`src/rtl/game_ctrl.sv`:
```
// game_ctrl: match controller for a two-player paddle game.
//
// Sequences a match through IDLE -> SERVE -> PLAY -> POINT -> (SERVE | OVER),
// keeps score, chooses the serve direction and gates paddle move commands.
// Frame-based waits count vblank rising edges.
//
// Ports
//   clk                 pixel clock, all logic on the rising edge
//   rst_n               synchronous active-low reset
//   vblank              vertical-blank level (synchronous to clk)
//   start               start/restart button (synchronous to clk)
//   btn_{l,r}_{up,down} raw paddle buttons (asynchronous)
//   miss_left/right     one-cycle pulses: ball crossed the left/right goal line
//   l_up..r_down        gated paddle move commands
//   ball_reset          one-cycle pulse to re-centre the ball
//   ball_enable         high while the ball may move
//   serve_dir           next serve direction, 0 toward left, 1 toward right
//   score_l, score_r    current scores, saturating at 15
//   state               IDLE=0, SERVE=1, PLAY=2, POINT=3, OVER=4
//   winner              valid in OVER: 0 left, 1 right
module game_ctrl #(
  parameter int unsigned WIN_SCORE    = 9,
  parameter int unsigned SERVE_FRAMES = 60,
  parameter int unsigned POINT_FRAMES = 90
) (
  input  logic       clk,
  input  logic       rst_n,
  input  logic       vblank,
  input  logic       start,
  input  logic       btn_l_up,
  input  logic       btn_l_down,
  input  logic       btn_r_up,
  input  logic       btn_r_down,
  input  logic       miss_left,
  input  logic       miss_right,
  output logic       l_up,
  output logic       l_down,
  output logic       r_up,
  output logic       r_down,
  output logic       ball_reset,
  output logic       ball_enable,
  output logic       serve_dir,
  output logic [3:0] score_l,
  output logic [3:0] score_r,
  output logic [2:0] state,
  output logic       winner
);

  typedef enum logic [2:0] {
    StIdle  = 3'd0,
    StServe = 3'd1,
    StPlay  = 3'd2,
    StPoint = 3'd3,
    StOver  = 3'd4
  } state_e;

  localparam logic [3:0] WinScore    = 4'(WIN_SCORE);
  localparam logic [7:0] ServeFrames = 8'(SERVE_FRAMES);
  localparam logic [7:0] PointFrames = 8'(POINT_FRAMES);

  // Button vector order: {r_down, r_up, l_down, l_up}
  logic [3:0] btn_raw;
  logic [3:0] btn_meta_q, btn_sync_q;

  logic       vblank_q;
  logic       start_q;
  logic       start_armed_q;
  logic       frame_tick;
  logic       start_edge;
  logic       expire;

  state_e     state_q, state_d;
  logic [7:0] cnt_q, cnt_d;
  logic [3:0] score_l_q, score_l_d;
  logic [3:0] score_r_q, score_r_d;
  logic       serve_dir_q, serve_dir_d;
  logic       winner_q, winner_d;
  logic       ball_reset_q, ball_reset_d;
  logic       ball_enable_q, ball_enable_d;
  logic [3:0] cmd_q, cmd_d;
  logic       move_ok;

  assign btn_raw = {btn_r_down, btn_r_up, btn_l_down, btn_l_up};

  assign frame_tick = vblank & ~vblank_q;
  // Armed only once start has been seen low after reset, so a button held
  // through reset cannot launch a match.
  assign start_edge = start & ~start_q & start_armed_q;
  assign expire     = frame_tick && (cnt_q == 8'd1);

  // Edge detectors and button synchronizers.
  always_ff @(posedge clk) begin
    if (!rst_n) begin
      vblank_q      <= 1'b0;
      start_q       <= 1'b0;
      start_armed_q <= 1'b0;
      btn_meta_q    <= 4'b0000;
      btn_sync_q    <= 4'b0000;
    end else begin
      vblank_q      <= vblank;
      start_q       <= start;
      start_armed_q <= start_armed_q | ~start;
      btn_meta_q    <= btn_raw;
      btn_sync_q    <= btn_meta_q;
    end
  end

  // Next-state and datapath.
  always_comb begin
    state_d      = state_q;
    cnt_d        = cnt_q;
    score_l_d    = score_l_q;
    score_r_d    = score_r_q;
    serve_dir_d  = serve_dir_q;
    winner_d     = winner_q;
    ball_reset_d = 1'b0;

    if (frame_tick && (cnt_q != 8'd0)) begin
      cnt_d = cnt_q - 8'd1;
    end

    case (state_q)
      StIdle, StOver: begin
        if (start_edge) begin
          state_d      = StServe;
          score_l_d    = 4'd0;
          score_r_d    = 4'd0;
          serve_dir_d  = 1'b1;
          ball_reset_d = 1'b1;
          cnt_d        = ServeFrames;
        end
      end

      StServe: begin
        if (expire) begin
          state_d = StPlay;
        end
      end

      StPlay: begin
        if (miss_left || miss_right) begin
          // A simultaneous double miss is treated as a replayed point.
          if (miss_left && !miss_right) begin
            score_r_d   = (score_r_q == 4'hF) ? score_r_q : score_r_q + 4'd1;
            serve_dir_d = 1'b0;
          end else if (miss_right && !miss_left) begin
            score_l_d   = (score_l_q == 4'hF) ? score_l_q : score_l_q + 4'd1;
            serve_dir_d = 1'b1;
          end
          state_d      = StPoint;
          ball_reset_d = 1'b1;
          cnt_d        = PointFrames;
        end
      end

      StPoint: begin
        if (expire) begin
          if ((score_l_q == WinScore) || (score_r_q == WinScore)) begin
            state_d  = StOver;
            winner_d = (score_l_q == WinScore) ? 1'b0 : 1'b1;
          end else begin
            state_d      = StServe;
            ball_reset_d = 1'b1;
            cnt_d        = ServeFrames;
          end
        end
      end

      default: begin
        state_d = StIdle;
      end
    endcase
  end

  // Outputs are registered against the upcoming state so that enables and
  // paddle gating change on the same edge as the state output.
  always_comb begin
    move_ok       = (state_d == StServe) || (state_d == StPlay);
    ball_enable_d = (state_d == StPlay);
    cmd_d[0]      = btn_sync_q[0] & ~btn_sync_q[1] & move_ok;
    cmd_d[1]      = btn_sync_q[1] & ~btn_sync_q[0] & move_ok;
    cmd_d[2]      = btn_sync_q[2] & ~btn_sync_q[3] & move_ok;
    cmd_d[3]      = btn_sync_q[3] & ~btn_sync_q[2] & move_ok;
  end

  always_ff @(posedge clk) begin
    if (!rst_n) begin
      state_q       <= StIdle;
      cnt_q         <= 8'd0;
      score_l_q     <= 4'd0;
      score_r_q     <= 4'd0;
      serve_dir_q   <= 1'b1;
      winner_q      <= 1'b0;
      ball_reset_q  <= 1'b0;
      ball_enable_q <= 1'b0;
      cmd_q         <= 4'b0000;
    end else begin
      state_q       <= state_d;
      cnt_q         <= cnt_d;
      score_l_q     <= score_l_d;
      score_r_q     <= score_r_d;
      serve_dir_q   <= serve_dir_d;
      winner_q      <= winner_d;
      ball_reset_q  <= ball_reset_d;
      ball_enable_q <= ball_enable_d;
      cmd_q         <= cmd_d;
    end
  end

  assign l_up        = cmd_q[0];
  assign l_down      = cmd_q[1];
  assign r_up        = cmd_q[2];
  assign r_down      = cmd_q[3];
  assign ball_reset  = ball_reset_q;
  assign ball_enable = ball_enable_q;
  assign serve_dir   = serve_dir_q;
  assign score_l     = score_l_q;
  assign score_r     = score_r_q;
  assign state       = state_q;
  assign winner      = winner_q;

endmodule
```
`config.mk`:
```
export PLATFORM = sky130hd
export DESIGN_NAME = game_ctrl
export DESIGN_NICKNAME = d
export VERILOG_FILES = /design/src/rtl/game_ctrl.sv
export SDC_FILE = /design/constraint.sdc
export NUM_CORES = 1
export LEC_CHECK = 0
export BUFFER_PORTS_ARGS = -buffer_cell sky130_fd_sc_hd__buf_4
export CAP_MARGIN = 5
export CORE_ASPECT_RATIO = 1.75
export CORE_MARGIN = 4
export CORE_UTILIZATION = 30
export DETAILED_ROUTE_END_ITERATION = 6
export HOLD_SLACK_MARGIN = 0.12
export PLACE_DENSITY = 0.53
export SYNTH_ARGS = -nofsm -noshare
export SYNTH_HDL_FRONTEND = slang
export SYNTH_SLANG_ARGS = --single-unit
```
`constraint.sdc`:
```
create_clock -name clk -period 4.9 [get_ports clk]
set_input_delay 0.735 -clock clk [delete_from_list [all_inputs] [get_ports clk]]
set_output_delay 0.735 -clock clk [all_outputs]
set_load 0.05 [all_outputs]
```
**Word-level counts from Yosys, hierarchy flattened**

Index checks and enable logic that the tools add are counted.

- Flip-flop bits (word level): 38
- Input bits: 10
- Output and inout port bits: 19
- Logic and storage cells: 105

- $add $sub $neg: 3
- Eq/ne operators: 19
- Muxes and demuxes: 33
- Bitwise gates (word level): 19
- Reduce and logical (&&, ||, !) cells: 17

Operators with widths:

| operator | count |
|---|---|
| 8-bit two-way mux | 5 |
| 4-bit two-way mux | 8 |
| 8-bit case mux with 3 select lines | 1 |
| 4-bit == test, second input constant | 4 |
| 4-bit case mux with 2 select lines | 2 |
| 3-bit two-way mux | 5 |
| 2-bit != test, second input constant | 7 |
| 3-bit case mux with 4 select lines | 1 |
| 1-bit AND | 11 |
| 3-bit by 2-bit == test with 1-bit output, second input constant | 3 |
| 1-bit two-way mux | 9 |
| 4-bit by 1-bit adder with 4-bit output, second input constant | 2 |
| 8-bit by 1-bit == test with 1-bit output, second input constant | 1 |
| 8-bit nonzero test | 1 |
| 8-bit by 1-bit subtractor with 8-bit output, second input constant | 1 |
| 1-bit inverter | 7 |
| 3-bit by 1-bit == test with 1-bit output, second input constant | 2 |
| 6-bit AND reduction | 1 |
| 5-bit AND reduction | 1 |
| 1-bit logical AND | 4 |
| 4-bit AND reduction | 1 |
| 3-bit == test, second input constant | 1 |
| 3-bit zero test | 1 |
| 1-bit logical OR | 3 |
| 8 further kinds | 9 |

**Depth between registers and ports, before layout**

Gate-level depths: netlist of the first run.

- Depth after elaboration: 8
- Mapped depth: 7

**Worst setup path before layout of the first run**

Ideal clock, no wire load.

- Kind: register to register
- From: register state_q[2] (netlist: state[2])
- To: register cmd_q[0]
- Arrival: 2.119 ns
- Slack: 2.707 ns
- Cell stages (with the launch flop): 8
- Buffers on the path: 2
- Clock period less this slack: 2.193 ns
- Cell sequence: dfxtp_1 -> buf_2 -> nand2b_1 -> or3_1 -> clkbuf_1 -> o211ai_1 -> or4_1 -> o21ai_0

- Word-level cells in the longest chain between the ends: 6
- Elaborated cells between the ends (all ways): 15

Ends and longest elaborated chain:

| item | RTL line | source |
|---|---|---|
| from (decl) | 72 | `state_e state_q, state_d;` |
| from (signal assigned) | 188 | `state_q <= StIdle;` |
| from (signal assigned) | 198 | `state_q <= state_d;` |
| 3-bit == test or 3-bit zero test (tied branches) | 122 | `case (state_q)` |
| 2-bit OR reduction | 122 |  |
| 3-bit case mux with 4 select lines (*) | 122 |  |
| 3-bit by 1-bit == test with 1-bit output or 3-bit by 2-bit == test with 1-bit output (tied branches) | 178 | `move_ok = (state_d == StServe) \|\| (state_d == StPlay);` |
| 1-bit logical OR (*) | 178 |  |
| 1-bit AND (*) | 180 | `cmd_d[0] = btn_sync_q[0] & ~btn_sync_q[1] & move_ok;` |
| to (signal assigned) | 206 | `cmd_q <= cmd_d;` |
| to (decl) | 80 | `logic [3:0] cmd_q, cmd_d;` |

Mark *: on every way between the ends. The rest lies on a longest branch, timed or not.
A chain may end at the register's enable or synchronous reset.

**Worst setup path in the final report of the first run**

- From: input miss_left
- To: register score_l_q[2] (netlist: score_l[2])

- Word-level cells in the longest chain between the ends: 4
- Elaborated cells between the ends (all ways): 8

Ends and longest elaborated chain:

| item | RTL line | source |
|---|---|---|
| from (decl) | 34 | `input logic miss_left,` |
| 1-bit zero test | 146 | `end else if (miss_right && !miss_left) begin` |
| 1-bit logical AND | 146 |  |
| 2-bit != test (no source line) | -- |  |
| 6-bit AND reduction (no source line) (*) | -- |  |
| to (signal assigned) | 200 | `score_l_q <= score_l_d;` |
| to (decl) | 74 | `logic [3:0] score_l_q, score_l_d;` |

Marks and branches as above.

==> results of run 1 <==
-- per-layer routing --
| layer | track usage [%] | part of all wire (%) | wire length, um |
|---|---|---|---|
| met1 | 12.5 | 38 | 1540 |
| met2 | 22.0 | 56 | 2240 |
| met3 | 2.64 | 3.5 | 142 |
| met4 | 5.67 | 2.2 | 89 |
| met5 | 0 | 0 | 0 |
-- worst paths after layout --
check / from / endpoint
worst max register to register: state[2]$_SDFF_PN0_ / cmd_q[1]$_SDFF_PN0_
worst min register to register: btn_meta_q[2]$_SDFF_PN0_ / btn_sync_q[2]$_SDFF_PN0_
worst max-delay path: miss_left / score_l[2]$_SDFFE_PN0P_
worst min-delay path: btn_meta_q[2]$_SDFF_PN0_ / btn_sync_q[2]$_SDFF_PN0_
-- power groups by stage --
| stage | Clock [mW] | Combinational (mW) | Sequential [mW] |
|---|---|---|---|
| CTS | 0.332 | 0.189 | 0.371 |
| finish | 0.326 | 0.187 | 0.371 |
| global route | 0.345 | 0.214 | 0.375 |
| floorplan | 0 | 0.140 | 0.379 |
| detailed placement | 0 | 0.187 | 0.378 |
| global placement | 0 | 0.187 | 0.378 |
-- logic make-up after synthesis --
group / synth area share [%]
adders and majority gates: 6.29
muxes: 2.93
DFF: 42.5
xor gates and xnor gates: 4.40
buffers and inverters: 3.70
and+or+nand+nor: 28.4
AOI/OAI and AO/OA: 11.9
-- final cells by class --
type | count | share of cell area (%)
timing repair buffer | 28 | 9.52
clock inverter | 3 | 3.12
tap | 78 | 4.42
multi-input combinational | 147 | 43.7
inverter | 10 | 1.70
clock buffer | 5 | 3.12
sequential | 38 | 34.4
-- metrics by stage --
| step | worst slack, ns | instances |
|---|---|---|
| final | 2.75 | 309 |
| after detailed placement | 2.40 | 301 |
| after CTS | 2.71 | 309 |
| after global routing | 2.56 | 309 |
| after global placement | 2.54 | 301 |
| after floorplan | 2.71 | 202 |
-- flip-flops by register name, indices dropped and copies added, names as in the netlist --
register / flops
start_armed_q: 1
cnt_q: 8
winner: 1
btn_meta_q: 4
btn_sync_q: 4
score_l: 4
ball_enable: 1
serve_dir: 1
ball_reset: 1
state: 3
start_q: 1
cmd_q: 4
score_r: 4
vblank_q: 1
-- cells in the final DEF, fill, tap and decap left out, types with 2 or more instances in the layout --
master     synthesis  layout
mux2_2             2       2
nand4_1            3       3
a211o_2            2       2
dfxtp_1           38      38
nand2b_1           2       2
or2_2              2       2
a21oi_1            7       7
nand3_1           10      10
o21ai_0            8       8
or4_1              5       5
mux2i_1            3       3
a31oi_1            4       4
bufinv_16          0       2
clkbuf_8           0       5
nand3b_1           8       8
inv_1             10      10
ha_1               9       9
buf_4              0      28
xnor2_1            8       8
and2_1            11      11
a211oi_1           4       4
nor2_1            25      25
nor3_1             4       4
a21boi_0           2       2
nand2_1           10      10
or3_1              2       2
a41oi_1            2       2
==> qor.yml, run 1 <==
cts_max_level: 2
cellLeakagePower_nw: 0.871
ys_types: 40
outcome: "completed"
dieWidth_um: 66.4
postSynthCellCount: 202
antenna_found_initial: 0
switchingPower_mw: 0.259
vias_per_cell: 4.76
min_path_type: "register to register"
avgSynthCellArea_um2: 8.87
dp_hpwl_um: 3080
cts_max_path_buffers: 2
grt_overflow: 0
drc: 0
r2r_cells: 5
reg2reg_slack_ns: 2.91
synthArstFlopShare_pct: 0
core_area_um2: 5830
fin_crit_sh_pct: 44.0
end_kind: "register"
cts-root-buf: "clkbuf_8"
maxClockFrequency_mhz: 464
total_power_mw: 0.884
p_clk_share_pct: 36.9
first_pass_iters: 4
grt_max_degree: 20
routed_wl_um: 4010
grt_pass1_vias: 1369
fillCellCount: 653
dieHeight_um: 110
numCtsBuffers: 5
synth_edf_count: 0
die_area_um2: 7320
num_rows: 37
cts_setup_buffers: 0
synth_top_flop_cell: "dfxtp_1"
synth_seq_area_share_pct: 42.5
clock_sinks: 38
crit_required_ns: 5.08
cp_slowest_stage_delay_ns: 0.48
routed_wire_length_per_instance_um: 13.0
cp_top_family: "simple AND/OR/NAND/NOR gates"
grt_setup_unrepaired: "false"
ir_drop_uv: 170
clk_latency_ns: 0.29
multiInputGateArea_um2: 965
worstMarginPinSlew_ns: 0.570
fin_util_pct: 37.9
grt_pass1_wl_um: 6650
worstSetupStartpointType: "primary input"
maxCapViolations: 0
critPathSlowestCell: "nor4b_1"
syn-num-nets: 221
timing.final.hold_violations: 0
seqPwrFrac_pct: 42.0
slew_violations: 0
num_io_pins: 29
pwr-share-comb_pct: 21.1
finalSetupTns_ns: 0
placed_cell_area_um2: 2070
seq_area_um2: 761
fin_crit_ns: 2.15
vias: 1472
p_per_area_nw_per_um2: 400
path_max_fanout: 5
ant_nets: 0
gp_congestion: 0.716
path_cells: "buf_4, inv_1, ha_1, nor4b_1, nand4b_1, a21boi_0, xnor2_1, nor2_1"
initial_core_util_pct: 30.7
crit_buf_inv: 2
post_cts_resized: 0
synth_seq_cells: 38
cts_tree: "built"
dr.first_iter.drc_count: 34
synth_top_area_cell: "dfxtp_1"
internal_power_mw: 0.624
nets: 249
syn2layout_area_growth_pct: 23.3
synthTopCellsByArea: "dfxtp_1 (42%), ha_1 (6.3%), nor2_1 (5.2%)"
synth.cell_area_um2: 1790
yosys_warnings: 0
slew_headroom_pct: 61.7
switching_share_pct: 29.4
antennaDiodeCount: 0
yosys.area.top_type_share_pct: 42.5
arrival_ns: 2.33
synth.top_cells.by_count: "dfxtp_1 (38), nor2_1 (25), and2_1 (11)"
holdWs_ns: 0.437
min_path_cells: 1
grtUsageTotal_pct: 11.9
drive_gt1_share_pct: 19.0
portBuffers: 28
yosysMostFrequentCell: "dfxtp_1"
postCtsHoldBufs: 0
cts.clk_slew.worst_paths_ns: 0.08
critical_path_depth: 8
finalInstanceArea_um2: 2210
path_class: "primary input to register"
setup_viol: 0
finalClockSkew_ns: 0.00309
Power figures use the tool's default switching activity.
==> run 2, diff against run 1 <==
--- a/config.mk
+++ b/config.mk
@@ -12,7 +12,7 @@
 export CORE_UTILIZATION = 30
 export DETAILED_ROUTE_END_ITERATION = 6
 export HOLD_SLACK_MARGIN = 0.12
-export PLACE_DENSITY = 0.53
+export PLACE_DENSITY = 0.54
 export SYNTH_ARGS = -nofsm -noshare
 export SYNTH_HDL_FRONTEND = slang
 export SYNTH_SLANG_ARGS = --single-unit
==> constraint.sdc (replaced) <==
create_clock -name clk -period 1.8 [get_ports clk]
set_input_delay 0.27 -clock clk [delete_from_list [all_inputs] [get_ports clk]]
set_output_delay 0.27 -clock clk [all_outputs]
set_load 0.05 [all_outputs]
==> run 2 against run 1 <==
Net effect:
- count of clock-buffer cells in the layout unchanged
- global-route usage increased by 1.2 points
- power increased to 3.0 times the previous value
- non-clock buffer count increased by 26
- sequential power increased to 2.7 times the previous value
- utilization increased by 4.2 points
- sequential share of layout area decreased by 2.6 points
- register-to-register slack got worse by 2.9 ns
- critical path type is now register to register
- critical endpoint is now cmd_q[1]$_SDFF_PN0_
==> qor.yml, run 2 (synthesized netlist as in run 1, its figures left out) <==
outcome: "completed"
cellLeakagePower_nw: 1.01  # +16%
maxClockFrequency_mhz: 569
dieWidth_um: 66.4  # unchanged
switching_share_pct: 29.5  # +0.15 points
die_area_um2: 7320  # unchanged
finalClockSkew_ns: 0.00233  # -0.000760 ns
grt_pass1_vias: 1581  # +15%
gp_congestion: 0.826  # +15%
worstMarginPinSlew_ns: 0.441  # -0.129 ns
initial_core_util_pct: 30.7  # unchanged
numCtsBuffers: 5  # unchanged
core_area_um2: 5830  # unchanged
routed_wire_length_per_instance_um: 12.9  # -0.40%
pwr-share-comb_pct: 28.4  # +7.3 points
layout_common_cells: "buf_4 (54), dfxtp_1 (29), nor2_1 (24)"
placedCellCount: 326  # +8.3%
num_io_pins: 29  # unchanged
total_power_mw: 2.61  # +200%
ir_drop_uv: 527  # +210%
cts_max_level: 2  # unchanged
maxCapViolations: 0  # unchanged
arrival_ns: 1.98  # -0.35 ns
vias: 1626  # +10%
grtUsageTotal_pct: 13.1  # +1.2 points
switchingPower_mw: 0.772  # +200%
clock_sinks: 38  # unchanged
syn2layout_area_growth_pct: 36.8
seqPwrFrac_pct: 38.0  # -4.0 points
layout_commonest_cell: "buf_4"
internal_power_mw: 1.84  # +200%
cts-root-buf: "clkbuf_8"
routed_wl_um: 4330  # +8.0%
timing.final.hold_violations: 0  # unchanged
grt_max_degree: 20  # unchanged
p_clk_share_pct: 33.6  # -3.3 points
cts.clk_slew.worst_paths_ns: 0.08  # about the same
path_class: "register to register"
dp_hpwl_um: 3320  # +7.7%
slew_headroom_pct: 70.6  # +8.8 points
fin_crit_ns: 1.76
fillCellCount: 615  # -5.8%
nets: 275  # +10%
grt_pass1_wl_um: 7340  # +10%
cts_max_path_buffers: 2  # unchanged
drive_gt1_share_pct: 34.2  # +15 points
path_max_fanout: 5  # unchanged
first_pass_iters: 4  # unchanged
clk_latency_ns: 0.29  # about the same
dieHeight_um: 110  # unchanged
min_path_type: "primary input to register"
antenna_found_initial: 0  # unchanged
slew_violations: 0  # unchanged
fin_crit_sh_pct: 97.6
antennaDiodeCount: 0  # unchanged
portBuffers: 28  # unchanged
largest_register_ffs: 8  # unchanged
end_kind: "register"
worstSetupStartpointType: "register"
crit_required_ns: 2.03  # -3.05 ns
grt_overflow: 0  # unchanged
largest_register: "cnt_q"
cts_tree: "built"
num_rows: 37  # unchanged
grt_setup_unrepaired: "true"
p_per_area_nw_per_um2: 1070  # +170%
final_cells: 335  # +8.4%
ant_nets: 0  # unchanged
drc: 0  # unchanged
dr.first_iter.drc_count: 37  # +8.8%
vias_per_cell: 4.85  # +1.9%
setup_viol: 0  # unchanged
## run 2: cell types whose count changed in the layout (fill, tap and decap cells not counted), sizes merged
cell  delta
buf     +26
## run 2: worst paths after layout
path	cells after the start	start	slack [ns]	end
worst max-delay path	8	score_l[1]$_SDFFE_PN0P_	0.04	cmd_q[1]$_SDFF_PN0_
worst min register to register	1	btn_meta_q[0]$_SDFF_PN0_	0.43	btn_sync_q[0]$_SDFF_PN0_
worst min-delay path	2	start	0.16	start_armed_q$_SDFF_PN0_
worst max register to register	8	score_l[1]$_SDFFE_PN0P_	0.04	cmd_q[1]$_SDFF_PN0_
## run 2: critical path: stages, from the launching register on
cell      delay (ns)
dfxtp_1         0.32
inv_1           0.05
ha_1            0.13
nand3b_1        0.17
nand3_1         0.16
o211ai_1        0.11
buf_4           0.16
or4_1           0.51
o21ai_1         0.09
## run 2: per-stage QoR
stage	setup TNS (ns)	hold WS (ns)	setup WS [ns]	util, %	area (um^2)
CTS	0	0.156	0.00895	41.7	2430
global route	-0.235	0.159	-0.0739	42.0	2450
detailed placement	-0.0974	0.418	-0.0220	38.9	2270
global placement	0	0.410	0.0259	38.9	2270
floorplan	-0.00852	0.362	-0.00438	-	1810
finish	0	0.161	0.0429	42.0	2450
## run 2: metal layers
metal,share of wire [%],wire (um),up-vias,global-route usage [%]
met1,39,1680,761,14.0
met2,55,2380,34,24.4
met5,0,0,-,0
met4,2.5,110,0,6.10
li1,-,-,821,-
met3,3.6,156,10,2.33
## run 2: layout make-up
cell class                      instances  area (um^2)  share of cell area, %
Tap cell                               78         97.6                   3.98
Sequential cell                        38          779                   31.8
Clock inverter                          3         68.8                   2.81
Inverter                               10         37.5                   1.53
Clock buffer                            5         68.8                   2.81
Multi-Input combinational cell        147          993                   40.5
Timing Repair Buffer                   54          405                   16.5
## run 2: timing repair
| item | in CTS | in global routing |
|---|---|---|
| cloned | 0 | 0 |
| setup endpoints to repair | 4 | 11 |
| resized for setup | 6 | 12 |
| setup buffers | 2 | 0 |
| hold buffers | 0 | 0 |
| pin swaps | 2 | 8 |
## run 2: power by group through the flow
stage / Sequential [mW] / Clock [mW] / Combinational, mW
CTS: 0.986 / 0.898 / 0.721
global placement: 1.00 / 0 / 0.655
floorplan: 1.03 / 0 / 0.382
global route: 1.01 / 0.934 / 0.823
finish: 0.993 / 0.878 / 0.743
detailed placement: 1.00 / 0 / 0.662
==> run 3, diff against run 2 <==
--- a/config.mk
+++ b/config.mk
@@ -12,7 +12,7 @@
 export CORE_UTILIZATION = 30
 export DETAILED_ROUTE_END_ITERATION = 6
 export HOLD_SLACK_MARGIN = 0.12
-export PLACE_DENSITY = 0.54
+export PLACE_DENSITY_LB_ADDON = 0.1
 export SYNTH_ARGS = -nofsm -noshare
 export SYNTH_HDL_FRONTEND = slang
 export SYNTH_SLANG_ARGS = --single-unit
==> run 3 against run 2 <==
Net effect:
- final cell count is 0.60% lower
- setup slack lost 0.013 ns
- clock skew up 0.0027 ns
- utilization grew 0.086 points
- global-route usage is 0.078 points lower
- worst hold slack gained 0.0016 ns
- via count decreased by 3.8%
- largest cell class unchanged
- largest power group unchanged
- highest routed layer unchanged
==> qor.yml, run 3 (synthesized netlist as in run 1, its figures left out) <==
outcome: "completed"
grt_setup_unrepaired: "true"
layout_common_cells: "buf_4 (52), dfxtp_1 (31), nor2_1 (24)"
initial_core_util_pct: 30.7  # unchanged
portBuffers: 28  # unchanged
dieHeight_um: 110  # unchanged
routed_wl_um: 4310  # -0.39%
vias: 1565  # -3.8%
crit_required_ns: 2.02  # about the same
switchingPower_mw: 0.755  # -2.1%
fin_crit_sh_pct: 98.4  # +0.74 points
worstMarginPinSlew_ns: 0.459  # +0.0180 ns
cts_max_level: 2  # unchanged
cts_max_path_buffers: 2  # unchanged
path_cells: "inv_2, ha_1, and3b_2, nand4_1, o211ai_1, or4_1, o21ai_1"
busiest_layer: "met2"
numCtsBuffers: 5  # unchanged
cts.clk_slew.worst_paths_ns: 0.08  # about the same
dieWidth_um: 66.4  # unchanged
cellLeakagePower_nw: 1.00  # -0.85%
drc: 0  # unchanged
largest_register: "cnt_q"
largest_register_ffs: 8  # unchanged
globalRouteMet2Util_pct: 23.6  # -0.78 points
reg2reg_slack_ns: 0.03  # about the same
num_rows: 37  # unchanged
postCtsHoldBufs: 0  # unchanged
gp_congestion: 0.802  # -2.9%
first_pass_iters: 4  # unchanged
fillCellCount: 638  # +3.7%
critPathSlowestCell: "or4_1"
met3_usage_pct: 2.64  # +0.30 points
crit_buf_inv: 1  # -1
cts-root-buf: "clkbuf_8"
maxCapViolations: 0  # unchanged
die_area_um2: 7320  # unchanged
vias_per_cell: 4.70  # -3.2%
pwr-share-comb_pct: 29.0  # +0.6 points
routed_wire_length_per_instance_um: 13.0  # +0.21%
cts_tree: "built"
ant_nets: 0  # unchanged
nets: 273  # -0.73%
path_class: "register to register"
slew_headroom_pct: 69.4  # -1.2 points
antennaDiodeCount: 0  # unchanged
grt_overflow: 0  # unchanged
end_kind: "register"
placed_cell_area_um2: 2270  # unchanged
fin_util_pct: 42.1  # +0.086 points
cp_slowest_stage_delay_ns: 0.53  # +0.02 ns
finalInstanceArea_um2: 2460  # +0.20%
internal_power_mw: 1.79  # -3.0%
dp_hpwl_um: 3320  # +0.17%
switching_share_pct: 29.7  # +0.19 points
min_path_type: "primary input to register"
setup_viol: 0  # unchanged
p_clk_share_pct: 32.3  # -1.3 points
grt_pass1_wl_um: 7330  # -0.19%
grt_util_met1_pct: 14.3  # +0.27 points
slew_violations: 0  # unchanged
ir_drop_uv: 452  # -14%
maxClockFrequency_mhz: 565  # -0.76%
cp_top_family: "simple AND/OR/NAND/NOR gates"
path_max_fanout: 5  # unchanged
drive_gt1_share_pct: 33.3  # -0.91 points
grt_max_degree: 20  # unchanged
seqPwrFrac_pct: 38.7  # +0.7 points
finalClockSkew_ns: 0.00502  # +0.00269 ns
syn2layout_area_growth_pct: 37.1
fin_crit_ns: 1.77  # +0.0134 ns
grtUsageTotal_pct: 13.1  # -0.078 points
dr.first_iter.drc_count: 40  # +8.1%
clock_sinks: 38  # unchanged
clk_latency_ns: 0.29  # about the same
grt_pass1_vias: 1574  # -0.44%
core_area_um2: 5830  # unchanged
worstSetupStartpointType: "register"
p_per_area_nw_per_um2: 1030  # -3.0%
timing.final.hold_violations: 0  # unchanged
num_io_pins: 29  # unchanged
antenna_found_initial: 0  # unchanged
layout_commonest_cell: "buf_4"
arrival_ns: 2.00  # +0.02 ns
[run 3: final timing paths]
path                       startpoint                       end  depth (start not counted)
max               cnt_q[1]$_SDFF_PN0_       cmd_q[0]$_SDFF_PN0_                          7
min                             start  start_armed_q$_SDFF_PN0_                          2
max reg2reg       cnt_q[1]$_SDFF_PN0_       cmd_q[0]$_SDFF_PN0_                          7
min reg2reg  btn_meta_q[0]$_SDFF_PN0_  btn_sync_q[0]$_SDFF_PN0_                          1
[run 3: through the flow]
| stage | TNS (ns) | cells | hold slack (ns) | worst slack [ns] | total power [mW] |
|---|---|---|---|---|---|
| global placement | -0.431 | 326 | 0.413 | -0.0947 | 1.70 |
| CTS | 0 | 334 | 0.154 | 0.00676 | 2.53 |
| floorplan | -0.00852 | 202 | 0.362 | -0.00438 | 1.41 |
| detailed placement | -0.677 | 326 | 0.414 | -0.176 | 1.70 |
| global route | -0.153 | 333 | 0.166 | -0.0452 | 2.69 |
| finish | 0 | 333 | 0.163 | 0.0295 | 2.54 |
[run 3: cell type report]
cell class,count,area (um^2),share of cell area (%)
tap,78,97.6,3.97
clock inverter,2,38.8,1.58
sequential,38,774,31.5
inverter,10,37.5,1.53
timing repair buffer,52,390,15.9
clock buffer,6,93.8,3.82
multi-input combinational,147,1020,41.7
[run 3: metal layers]
layer	up-vias	wire, um
met2	26	2400
met5	-	0
met3	8	131
met1	717	1680
li1	814	-
met4	0	103
[run 3: power by group through the flow]
stage,registers [mW],clock network (mW),logic (mW)
6_report,0.983,0.821,0.738
5_1_grt,0.992,0.872,0.829
4_1_cts,0.980,0.843,0.706
3_5_place_dp,0.999,0,0.697
3_3_place_gp,0.999,0,0.697
2_1_floorplan,1.03,0,0.382
[run 3: timing repair]
item	4_1_cts	5_1_grt
gates resized for setup	10	8
buffers inserted	0	0
pin swaps	7	11
endpoints found under the setup margin	4	13
